`config.mk`:
```
export PLATFORM = sky130hd
export DESIGN_NAME = mem_sched
export DESIGN_NICKNAME = d
export VERILOG_FILES = /design/src/rtl/mem_sched.sv
export SDC_FILE = /design/constraint.sdc
export NUM_CORES = 1
export LEC_CHECK = 0
export ABC_AREA = 1
export CAP_MARGIN = 0
export CORE_AREA = 2 2 91 111
export DETAILED_ROUTE_END_ITERATION = 8
export DIE_AREA = 0 0 93 113
export GPL_ROUTABILITY_DRIVEN = 0
export MAX_ROUTING_LAYER = met4
export SETUP_SLACK_MARGIN = 0.5
export SYNTH_ARGS = -nofsm -noshare
export SYNTH_HDL_FRONTEND = slang
export SYNTH_SLANG_ARGS = --single-unit
```
`constraint.sdc`:
```
create_clock -name clock -period 3.1 [get_ports clock]
set_input_delay 0.93 -clock clock [delete_from_list [all_inputs] [get_ports clock]]
set_output_delay 0.93 -clock clock [all_outputs]
set_load 0.03 [all_outputs]
```
`src/rtl/mem_sched.sv`:
```
// mem_sched: owns the 22-bit external memory port and shares it between the
// boot loader, the CPU memory mapper and periodic refresh, one fixed-length
// access at a time.
//
// state    | meaning
// ---------+---------------------------------------------------------------
// S_IDLE   | port free, arbitrate loader > saturated refresh > CPU > refresh
// S_ACCESS | one strobe held for ACCESS cycles, address/data frozen
// S_DONE   | strobes low, owner's ack pulses, no arbitration
module mem_sched #(
   parameter int ACCESS = 4,
   parameter int RFMAX  = 3
) (
   input  logic        clock,
   input  logic        reset,
   input  logic        ldReq,
   input  logic [21:0] ldA,
   input  logic [7:0]  ldD,
   output logic        ldAck,
   input  logic        cpuReq,
   input  logic        cpuWr,
   input  logic [21:0] cpuA,
   input  logic [7:0]  cpuD,
   output logic [7:0]  cpuQ,
   output logic        cpuAck,
   input  logic        rfStb,
   output logic [21:0] memA,
   output logic [7:0]  memD,
   input  logic [7:0]  memQ,
   output logic        memR,
   output logic        memW,
   output logic        memRf,
   output logic        busy
);

   localparam int RW = $clog2(RFMAX + 1);

   typedef enum logic [1:0] {S_IDLE, S_ACCESS, S_DONE} state_t;
   typedef enum logic [1:0] {OWN_LD, OWN_CPU, OWN_RF} own_t;

   state_t        r_state;
   own_t          r_own;
   logic [3:0]    r_cnt;
   logic [RW-1:0] r_rf;

   logic w_idle;
   logic w_full;
   logic w_pend;
   logic w_gnt_ld;
   logic w_gnt_rf;
   logic w_gnt_cpu;
   logic w_gnt;

   // IDLE arbitration: loader is absolute, a saturated refresh backlog beats the CPU
   always_comb begin
      w_idle    = (r_state == S_IDLE);
      w_full    = (r_rf == RW'(RFMAX));
      w_pend    = (r_rf != '0);
      w_gnt_ld  = w_idle && ldReq;
      w_gnt_rf  = w_idle && !ldReq && (w_full || (!cpuReq && w_pend));
      w_gnt_cpu = w_idle && !ldReq && !w_full && cpuReq;
      w_gnt     = w_gnt_ld || w_gnt_rf || w_gnt_cpu;
   end

   // Pending-refresh backlog: strobe and grant in the same cycle cancel out
   always_ff @(posedge clock or negedge reset) begin
      if (!reset) begin
         r_rf <= '0;
      end else if (rfStb && !w_gnt_rf) begin
         if (!w_full) r_rf <= r_rf + RW'(1);
      end else if (!rfStb && w_gnt_rf) begin
         r_rf <= r_rf - RW'(1);
      end
   end

   // Access sequencer with registered port drive and ack pulses
   always_ff @(posedge clock or negedge reset) begin
      if (!reset) begin
         r_state <= S_IDLE;
         r_own   <= OWN_LD;
         r_cnt   <= '0;
         memA    <= '0;
         memD    <= '0;
         memR    <= 1'b0;
         memW    <= 1'b0;
         memRf   <= 1'b0;
         ldAck   <= 1'b0;
         cpuAck  <= 1'b0;
         cpuQ    <= '0;
         busy    <= 1'b0;
      end else begin
         case (r_state)
            S_IDLE: begin
               if (w_gnt_ld) begin
                  memA  <= ldA;
                  memD  <= ldD;
                  memW  <= 1'b1;
                  r_own <= OWN_LD;
               end else if (w_gnt_rf) begin
                  memA  <= '0;
                  memD  <= '0;
                  memRf <= 1'b1;
                  r_own <= OWN_RF;
               end else if (w_gnt_cpu) begin
                  memA  <= cpuA;
                  memD  <= cpuD;
                  memW  <= cpuWr;
                  memR  <= !cpuWr;
                  r_own <= OWN_CPU;
               end
               if (w_gnt) begin
                  r_state <= S_ACCESS;
                  r_cnt   <= 4'(ACCESS - 1);
                  busy    <= 1'b1;
               end
            end
            S_ACCESS: begin
               if (r_cnt == '0) begin
                  // memQ is sampled on the final strobe cycle of a CPU read
                  if (r_own == OWN_CPU && memR) cpuQ <= memQ;
                  memR    <= 1'b0;
                  memW    <= 1'b0;
                  memRf   <= 1'b0;
                  ldAck   <= (r_own == OWN_LD);
                  cpuAck  <= (r_own == OWN_CPU);
                  r_state <= S_DONE;
               end else begin
                  r_cnt <= r_cnt - 4'd1;
               end
            end
            S_DONE: begin
               ldAck   <= 1'b0;
               cpuAck  <= 1'b0;
               busy    <= 1'b0;
               r_state <= S_IDLE;
            end
            default: r_state <= S_IDLE;
         endcase
      end
   end

endmodule

```
Yosys cells after proc, flatten, opt, wreduce, memory -nomap -nowiden
Index checks and enable logic that the tools add are counted.
{ "classes": {"reduce_logical": 37, "n_eq_ne": 14, "addsub": 3, "mux": 36} }
{ "ops": {"columns": ["cell", "count"], "rows": [
  ["22-bit 2-to-1 mux", 3],
  ["8-bit 2-to-1 mux", 3],
  ["2-bit 2-to-1 mux", 8],
  ["1-bit 2-to-1 mux", 12],
  ["1-bit case mux with 2 select lines", 6],
  ["2-bit != test (second input constant)", 5],
  ["2-bit AND reduction", 5],
  ["2-bit nonzero test", 5],
  ["1-bit logical AND", 9],
  ["4-bit 2-to-1 mux", 2],
  ["4-bit case mux with 2 select lines", 1],
  ["4-bit AND reduction", 2],
  ["1-bit logical NOT", 6],
  ["2-bit by 1-bit != test with 1-bit output (second input constant)", 3],
  ["3-bit AND reduction", 2],
  ["5-bit AND reduction", 1],
  ["2-bit by 1-bit == test with 1-bit output (second input constant)", 2],
  ["2-bit == test (second input constant)", 2],
  ["2-bit logical NOT", 2],
  ["4-bit logical NOT", 1],
  ["2-bit case mux with 2 select lines", 1],
  ["4-bit by 1-bit subtractor with 4-bit output (second input constant)", 1],
  ["1-bit logical OR", 3],
  ["3-bit by 1-bit != test with 1-bit output (second input constant)", 1],
  ["4 further kinds", 4]
]} }
{ "word_totals": {"word_cells": 103, "reg_bits": 54, "out_inout_bits": 44, "in_bits": 74} }

Logic depth before layout (Yosys ltp)
Gate-level depths: netlist (run 1).
{ "depth": {"ltp_word": 8, "ltp_mapped": 9} }

Worst setup path after synthesis (run 1)
OpenSTA, ideal clock, no wires.
{ "synth_path": {"kind": "input-to-reg", "start": "in ldReq", "end": "reg memA[0]", "n_path_buf": 1, "cell_stages": 8, "t_required_ns": 2.983, "path_slack_ns": 1.381, "arrival_time_ns": 1.602, "setup_time_ns": 0.117, "path_cell_list": "inv_1 > nor2_2 > inv_2 > nand3_2 > inv_2 > buf_6 > nand2_1 > nand2_1"} }
{ "synth_via": {"elab_chain_len": 6, "word_cells_on_any_way": 10} }
{ "synth_rtl": {"columns": ["element", "line_no", "source"], "rows": [
  ["start: declaration", "16", "input logic ldReq,"],
  ["1-bit logical NOT", "60, 61", null],
  ["1-bit logical AND", "60, 61", null],
  ["1-bit logical AND (2 in a row)", "61", "w_gnt_cpu = w_idle && !ldReq && !w_full && cpuReq;"],
  ["3-bit nonzero test (no line)", null, null],
  ["2-bit AND reduction (no line)", null, null],
  ["end signal: assignment", "95", "memA <= ldA;"],
  ["end signal: assignment", "105", "memA <= cpuA;"],
  ["end: declaration", "27", "output logic [21:0] memA,"]
]} }
Parallel ways exist; a longest one is shown, timed or not.
A chain may end at the register's enable or synchronous reset.

Final worst setup path (run 1)
{ "layout_path": {"start": "reg memR", "end": "out memR"} }
{ "layout_lines": {"columns": ["element", "line_no", "source"], "rows": [
  ["start: declaration", "30", "output logic memR,"],
  ["start signal: assignment", "108", "memR <= !cpuWr;"]
]} }
No word-level cell between the ends.

==> impl_metrics.yaml, run 1 <==
grt:
  grt-ovfl-total: 0
  grt_pass1_vias: 2738
  grt_pass1_wl_mm: 12.5
  grtUsageTotal_pct: 15.1
  antenna_found_initial: 0
  grt_max_degree: 35
outcome:
  status: "finished, final reports clean"
setup_path:
  path_max_fanout: 3
  crit_arrival_ns: 1.41
  crit_family: "buffers and inverters"
  path_buf_inv: 1
  critPathCaptureType: "output port"
  worstPathCellList: "clkdlybuf4s50_1"
  cpMaxStageDelayCell: "clkdlybuf4s50_1"
  crit_type: "register to output port"
  critPathMaxStageDelay_ns: 0.71
  required_ns: 2.17
  worstSetupStartpointType: "register"
clock_network:
  cts_tree: "done"
  cts_buffer_depth: 2
  clkLatencyLatePin_ns: 0.28
  htreeDepth: 2
  cts.clk_slew.worst_paths_ns: 0.07
  numCtsBuffers: 5
  cts_hold_buffers: 0
  cts_sinks: 54
  cts_setup_buffers: 0
  cts-root-buf: "clkbuf_16"
  cts_resized: 0
synthesis:
  synth_cell_types: 21
  synth_cells: 364
  ys_async_sr_fraction_pct: 100
  synth_edf_count: 0
  yosysTopAreaCell: "dfrtp_1"
  synth_nets: 440
  ys_seq_area_share_pct: 48.8
  synthFlopType: "dfrtp_1"
  ys_ff_latch: 54
  avgSynthCellArea_um2: 7.61
  ys_top_cells_by_area: "dfrtp_1 (49%), nand2_1 (25%), nand3_1 (6.7%)"
  synthesis.area_mm2: 0.00277
  yosys.area.top_type_share_pct: 48.8
  synth_warnings: 0
floorplan:
  die_y_um: 113
  die_w_um: 93
  rows: 39
  core_area_mm2: 0.00937
  dieArea_mm2: 0.0105
  io-pin-count: 118
  initial_utilization_pct: 29.6
timing:
  finalSetupTns_ns: 0
  finClkSkew_ns: 0.00632
  setup_slack_ns: 0.762
  post-route-period-util_pct: 75.4
  final_hold_viol_count: 0
  period_minus_slack_ns: 2.34
  tightest_slew_ns: 0.662
  setup_viol: 0
  max_clock_freq_mhz: 428
  rsz0062_at_grt: "false"
  slew_headroom_pct: 55.9
  slew_viol_final: 0
cells_and_area:
  utilization_pct: 44.6
  final_layout_size_suffix_gt1_share_pct: 7.95
  area.growth.synth_to_final_pct: 50.6
  nets: 554
  insertedDiodeCount: 0
detailed_routing:
  num_vias: 2657
  routedWlPerCell_um: 12.5
  drc: 0
  first_pass_iters: 4
  ant_nets: 0
  wirelength_mm: 7.54
  drt-initial-drc-count: 88
  viasPerCell: 4.42
place:
  pre_cts_ws_ns: 0.625
  dp.final_hpwl_mm: 5.47
  port-buffer-count: 117
run:
  cap_violations: 0
pwr:
  cellPowerDensity_mw_per_mm2: 897
  leakagePower_nw: 2.06
  ir_drop_uv: 416
worst_hold_path:
  hp-class: "register to register"
==> path summary, 6_finish.rpt <==
path | from | endpoint | slack, ns | cells past startpoint
min in group asynchronous | reset | memA[13]$_DFFE_PN0P_ | 0.68 | 1
min | memA[11]$_DFFE_PN0P_ | memA[11]$_DFFE_PN0P_ | 0.48 | 2
max | memR$_DFFE_PN0P_ | memR | 0.76 | 1
max reg2reg | r_cnt[0]$_DFFE_PN0P_ | cpuQ[3]$_DFFE_PN0P_ | 1.50 | 7
min reg2reg | memA[11]$_DFFE_PN0P_ | memA[11]$_DFFE_PN0P_ | 0.48 | 2
max in group asynchronous | reset | memA[11]$_DFFE_PN0P_ | 1.84 | 2
==> state kept, by name (all words and copies together) (netlist names) <==
name	flops
cpuQ	8
memRf	1
busy	1
ldAck	1
r_cnt	4
memD	8
r_state	2
r_rf	2
memW	1
r_own	2
memR	1
memA	22
cpuAck	1
==> cell usage after synthesis (3+ instances only) <==
cell / instances
o21ai_2: 8
dfrtp_1: 54
inv_1: 22
nand3_1: 37
o21ai_0: 12
nand2_1: 185
buf_6: 4
nor2_1: 4
inv_2: 6
nand4_1: 3
buf_2: 11
==> per-layer routing <==
layer / vias to the layer above / part of all wire (%) / global-route usage, %
li1: 1360 / - / -
met1: 1196 / 42 / 17.3
met2: 89 / 49 / 26.1
met3: 12 / 6.7 / 3.46
met4: 0 / 2.0 / 5.10
met5: - / 0 / -
==> cell usage in the layout (no fill, tap or decap) <==
master,n
nor2_1,4
or2_2,2
buf_2,1
buf_12,1
buf_4,5
nand2_1,185
clkdlybuf4s50_1,116
nor2_4,2
nand4_1,3
o22ai_1,1
nor2_2,2
inv_2,6
clkbuf_1,2
nand3_2,2
nand3_1,37
o21ai_2,8
clkbuf_16,5
inv_1,22
dfrtp_1,54
o21ai_0,12
nand4_4,2
a21oi_1,2
ha_1,2
nand2_2,2
==> through the flow <==
step / area [µm²] / power, mW / cells / hold slack [ns]
4_1_cts: 4170 / 3.81 / 601 / 0.482
6_report: 4170 / 3.74 / 601 / 0.477
5_1_grt: 4170 / 4.04 / 601 / 0.499
3_5_place_dp: 4040 / 3.25 / 594 / 0.464
3_3_place_gp: 4040 / 3.22 / 594 / 0.461
2_1_floorplan: 2770 / 2.46 / 364 / 0.453
==> final cells by class <==
type,count,area (µm²)
Multi-Input combinational cell,266,1210
Clock buffer,7,133
Fill cell,963,5190
Inverter,28,105
Sequential cell,54,1350
Tap cell,123,154
Timing Repair Buffer,123,1220
==> cells by family (layout without fill, tap and decap cells) <==
kind of cell    after synthesis  count (layout)  share of synthesized area, %
compound gates               23              23                          5.28
buf+inv                      44             158                          7.67
fa+ha+maj                     2               2                         0.903
flops                        54              54                          48.8
simple gates                241             241                          37.4
==> where the power goes <==
group / switching, mW / internal [mW] / total (mW)
combinational: 1.21 / 0.806 / 2.02
clock: 0.231 / 0.296 / 0.527
sequential: 0.181 / 1.01 / 1.19
No activity file was read; power rests on OpenSTA's default activity.
==> inputs of run 2 (changes only) <==
- clock period: 3.1 -> 1.95 ns (I/O delays scaled with it)
==> run 2 against run 1 <==
Compared with the run above: non-clock buffer count up 38; core utilization grew 5.0 points; sequential share of layout area is 3.2 points lower; routed wire length increased by 7.9%; critical endpoint is now cpuQ[0]$_DFFE_PN0P_; largest power group unchanged.
==> impl_metrics.yaml, run 2 (synthesis results as in run 1) <==
outcome:
  status: "finished, final reports clean"
detailed_routing:
  drt-initial-drc-count: 100
  viasPerCell: 4.36
  num_vias: 2794
  routedWlPerCell_um: 12.7
  ant_nets: 0
  wirelength_mm: 8.14
  first_pass_iters: 6
  drc: 0
setup_path:
  worstSetupStartpointType: "register"
  critPathMaxStageDelay_ns: 0.45
  path_buf_inv: 3
  critPathCaptureType: "register"
  crit_type: "register to register"
  regToRegSetupSlack_ns: 0.48
  required_ns: 2.13
  crit_arrival_ns: 1.65
  path_max_fanout: 8
  cpMaxStageDelayCell: "dfrtp_2"
  worstPathCellList: "buf_6, nor2_4, inv_2, nor2_4, nand4_4, buf_12, nand2_2, o21ai_2"
  crit_family: "simple AND/OR/NAND/NOR gates"
  worst_path_most_repeated_cell: "nor2_4"
timing:
  period_minus_slack_ns: 1.47
  finClkSkew_ns: 0.00464
  max_clock_freq_mhz: 681
  finalSetupTns_ns: 0
  slew_headroom_pct: 80.1
  final_hold_viol_count: 0
  slew_viol_final: 0
  tightest_slew_ns: 0.298
  setup_viol: 0
  rsz0062_at_grt: "true"
  post-route-period-util_pct: 75.3
  setup_slack_ns: 0.481
floorplan:
  core_area_mm2: 0.00937
  die_w_um: 93
  dieArea_mm2: 0.0105
  die_y_um: 113
  io-pin-count: 118
  initial_utilization_pct: 29.6
  rows: 39
worst_hold_path:
  hp-class: "primary input to async pin"
grt:
  grtUsageTotal_pct: 15.6
  antenna_found_initial: 0
  grt_max_degree: 55
  grt-ovfl-total: 0
  grt_pass1_vias: 2706
  grt_pass1_wl_mm: 12.9
clock_network:
  htreeDepth: 2
  cts-root-buf: "clkbuf_16"
  cts.clk_slew.worst_paths_ns: 0.07
  cts_sinks: 54
  clkLatencyLatePin_ns: 0.29
  cts_hold_buffers: 0
  numCtsBuffers: 5
  cts_tree: "done"
  cts_buffer_depth: 2
pwr:
  leakagePower_nw: 2.39
  ir_drop_uv: 676
  p_switching_mw: 2.84
  p_seq_share_pct: 29.4
  cellPowerDensity_mw_per_mm2: 1440
  combPwrFrac_pct: 57.1
  power_switching_share_pct: 42.6
  clockPowerShare_pct: 13.5
  p_int_mw: 3.82
cells_and_area:
  final_layout_size_suffix_gt1_share_pct: 27.0
  final_cells: 641
  reg.largest.list: "memA: 22 flops, cpuQ: 8 flops, memD: 8 flops"
  nFillCells: 943
  final_area_mm2: 0.00464
  largest-register: "memA"
  insertedDiodeCount: 0
  nets: 593
  layout_commonest_cell: "nand2_1"
  area.growth.synth_to_final_pct: 67.4
  most-common-layout-cells: "nand2_1 (176), clkdlybuf4s50_1 (70), dfrtp_1 (53), buf_4 (43), nand3_1 (36)"
  largest_reg_flops: 22
place:
  pre_cts_ws_ns: -0.0841
  placed_cells: 602
  dp.final_hpwl_mm: 5.52
  port-buffer-count: 117
  dpl-instance-area_mm2: 0.00414
run:
  cap_violations: 0
-- run 2: cell count changes in the layout (fill, tap and decap cells not counted), moves of 3 or more --
cell	before	now
buf_12	1	6
buf_2	1	8
buf_4	5	43
buf_6	0	29
clkdlybuf4s50_1	116	70
inv_1	22	19
nand2_1	185	176
nand2_2	2	8
nand2_4	0	4
o21ai_0	12	9
-- run 2: through the flow --
step                power [mW]  hold slack (ns)  utilization (%)
floorplan                 3.90            0.289                -
global placement          5.21            0.461             44.2
detailed placement        5.26            0.464             44.2
CTS                       6.02            0.305             45.0
global route              7.15            0.315             49.5
finish                    6.66            0.293             49.5
-- run 2: repair_timing --
action,4_1_cts,5_1_grt
resized for setup,245,110
cloned,1,2
endpoints found under the setup margin,97,85
buffers inserted,7,21
pin swaps,2,4
-- run 2: cell type report --
type | count | area, µm² | area share (%)
sequential | 54 | 1350 | 29.2
clock buffer | 7 | 143 | 3.08
timing repair buffer | 161 | 1600 | 34.4
clock inverter | 1 | 5.00 | 0.108
inverter | 28 | 108 | 2.32
multi-input combinational | 267 | 1280 | 27.6
tap | 123 | 154 | 3.32
-- run 2: layer usage --
metal	track usage, %	wire length [µm]	vias to the layer above
met3	2.60	428	8
met2	26.4	4190	73
met5	-	0	-
met1	19.4	3440	1275
met4	4.31	85	0
li1	-	-	1438
-- run 2: power groups by stage --
stage,registers (mW),logic (mW),clock network (mW)
4_1_cts,1.89,3.19,0.940
3_5_place_dp,1.92,3.34,0
3_3_place_gp,1.92,3.29,0
6_report,1.96,3.80,0.900
2_1_floorplan,2.68,1.22,0
5_1_grt,2.01,4.15,0.983
-- run 2: path summary, 6_finish.rpt --
check	to	depth (start not counted)	startpoint
setup / recovery	cpuQ[0]$_DFFE_PN0P_	8	r_state[1]$_DFFE_PN0P_
hold / removal	memA[15]$_DFFE_PN0P_	2	reset
setup reg to reg	cpuQ[0]$_DFFE_PN0P_	8	r_state[1]$_DFFE_PN0P_
hold reg to reg	memA[7]$_DFFE_PN0P_	2	memA[7]$_DFFE_PN0P_
max in group asynchronous	r_own[1]$_DFFE_PN0P_	2	reset
min in group clock	memA[7]$_DFFE_PN0P_	2	memA[7]$_DFFE_PN0P_
==> inputs of run 3 (changes only) <==
- clock period: 1.95 -> 1.2 ns (I/O delays scaled with it)
==> run 3 against run 2 <==
Compared with the run above: the flow now finishes with violations (setup timing); sequential share of layout area shrank 1.6 points; core utilization is 4.9 points higher; cell count rose by 3.0%; critical path depth unchanged; flip-flop and latch count is the same; design area increased by 9.8%; clock skew decreased by 0.00066 ns; worst setup slack worse by 0.69 ns; critical path type unchanged; critical endpoint is now memA[5]$_DFFE_PN0P_; largest power group unchanged; highest routed layer unchanged.
==> impl_metrics.yaml, run 3 (synthesis results as in run 1) <==
outcome:
  status: "finished, violations left"
  violations: "setup timing"
cells_and_area:
  final_cells: 660
  reg.largest.list: "memA: 22 flops, cpuQ: 8 flops, memD: 8 flops"
  area.growth.synth_to_final_pct: 83.8
  nFillCells: 876
  final_area_mm2: 0.00509
  insertedDiodeCount: 0
  largest_reg_flops: 22
  most-common-layout-cells: "nand2_1 (151), clkdlybuf4s50_1 (70), buf_4 (50), buf_6 (45), dfrtp_2 (44)"
  final_layout_size_suffix_gt1_share_pct: 42.8
  largest-register: "memA"
  nets: 612
  layout_commonest_cell: "nand2_1"
clock_network:
  cts_tree: "done"
  numCtsBuffers: 5
  cts_hold_buffers: 0
  cts.clk_slew.worst_paths_ns: 0.07
  cts_buffer_depth: 2
  cts_sinks: 54
  htreeDepth: 2
  cts-root-buf: "clkbuf_16"
  clkLatencyLatePin_ns: 0.28
setup_path:
  reg2reg_from: "r_rf[1]$_DFFE_PN0P_"
  worstPathCellList: "nand2_2, buf_4, nand3_4, nand3_4, buf_4, clkbuf_16, nand2_1, nand2_1"
  crit_arrival_ns: 1.59
  path_max_fanout: 6
  regToRegSetupSlack_ns: -0.21
  worstSetupStartpointType: "register"
  startpoint: "r_rf[1]$_DFFE_PN0P_"
  rr_worst_depth: 8
  r2r_end: "memA[5]$_DFFE_PN0P_"
  cp_num_cells: 8
  path_buf_inv: 3
  required_ns: 1.38
  cpMaxStageDelayCell: "dfrtp_1"
  crit_type: "register to register"
  worstSetupEndpoint: "memA[5]$_DFFE_PN0P_"
  crit_family: "buffers and inverters"
  critPathMaxStageDelay_ns: 0.42
  critPathCaptureType: "register"
timing:
  slew_headroom_pct: 80.1
  rsz0062_at_grt: "true"
  setup_slack_ns: -0.212
  period_minus_slack_ns: 1.41
  final_hold_viol_count: 0
  finalSetupTns_ns: -9.30
  max_clock_freq_mhz: 708
  post-route-period-util_pct: 118
  finClkSkew_ns: 0.00398
  slew_viol_final: 0
  setup_viol: 64
  tightest_slew_ns: 0.298
detailed_routing:
  viasPerCell: 4.37
  first_pass_iters: 4
  routedWlPerCell_um: 12.2
  drt-initial-drc-count: 67
  num_vias: 2881
  wirelength_mm: 8.07
  ant_nets: 0
  drc: 0
floorplan:
  die_y_um: 113
  core_area_mm2: 0.00937
  io-pin-count: 118
  rows: 39
  dieArea_mm2: 0.0105
  die_w_um: 93
  initial_utilization_pct: 29.6
grt:
  grt_max_degree: 55
  grt-ovfl-total: 0
  grt_pass1_vias: 2884
  grtUsageTotal_pct: 15.5
  antenna_found_initial: 0
  grt_pass1_wl_mm: 12.9
pwr:
  ir_drop_uv: 823
  leakagePower_nw: 2.49
  cellPowerDensity_mw_per_mm2: 2370
place:
  port-buffer-count: 117
  placed_cells: 620
  dpl-instance-area_mm2: 0.00434
  dp.final_hpwl_mm: 5.72
run:
  cap_violations: 0
worst_hold_path:
  hp-class: "primary input to async pin"
[run 3: cell types whose count changed in the layout (fill, tap and decap cells not counted), sizes merged]
cell and delta:
buf +17, clkbuf +3, clkdlybuf4s15 -1, clkinv -1
dlygate4sd2 +1
[run 3: worst reg2reg max path: cells and delay by family (launching register included)]
family	cells	cell delay (ns)
buffers and inverters	3	0.47
and+or+nand+nor	5	0.43
DFF	1	0.42
[run 3: worst min path at each step]
stage           from                   end  slack (ns)  depth (start not counted)
6_report       reset  r_cnt[3]$_DFFE_PN0P_        0.06                          2
5_1_grt        reset  r_cnt[3]$_DFFE_PN0P_        0.08                          2
4_1_cts        reset  r_cnt[0]$_DFFE_PN0P_        0.08                          2
3_5_place_dp   reset  r_cnt[3]$_DFFE_PN0P_        0.39                          2
3_3_place_gp   reset  r_cnt[3]$_DFFE_PN0P_        0.38                          2
2_1_floorplan  reset      busy$_DFFE_PN0P_        0.06                          0
[run 3: final cells by class]
class | instances | area [µm²] | area share, %
tap | 123 | 154 | 3.02
inverter | 28 | 113 | 2.21
clock buffer | 8 | 146 | 2.87
timing repair buffer | 180 | 1860 | 36.5
sequential | 54 | 1410 | 27.6
multi-input combinational | 267 | 1420 | 27.8
[run 3: metal layers]
layer / wire length (µm) / track usage [%] / vias up / share of wire [%]
met4: 85 / 3.73 / 0 / 1.1
met3: 402 / 3.20 / 9 / 5.0
met1: 3190 / 17.6 / 1315 / 40
li1: - / - / 1477 / -
met2: 4390 / 27.9 / 80 / 54
met5: 0 / - / - / 0
[run 3: timing repair]
action                     in CTS  in global routing
cloned                          1                  3
gates resized for setup        57                 42
pin swaps                       5                  8
setup buffers                  13                 15
setup endpoints to repair      98                 98
[run 3: report_power, final]
group,switching [mW],internal [mW]
clock network,0.616,0.834
logic,3.75,3.52
registers,0.613,2.74
total,4.98,7.10
[run 3: through the flow]
stage	power [mW]	worst slack, ns	util (%)	hold WS (ns)
finish	12.1	-0.212	54.4	0.0610
global placement	8.91	-0.528	46.3	0.381
CTS	11.3	-0.190	51.1	0.0828
floorplan	6.65	-0.131	-	0.0644
detailed placement	9.02	-0.550	46.3	0.386
global route	12.9	-0.278	54.4	0.0802
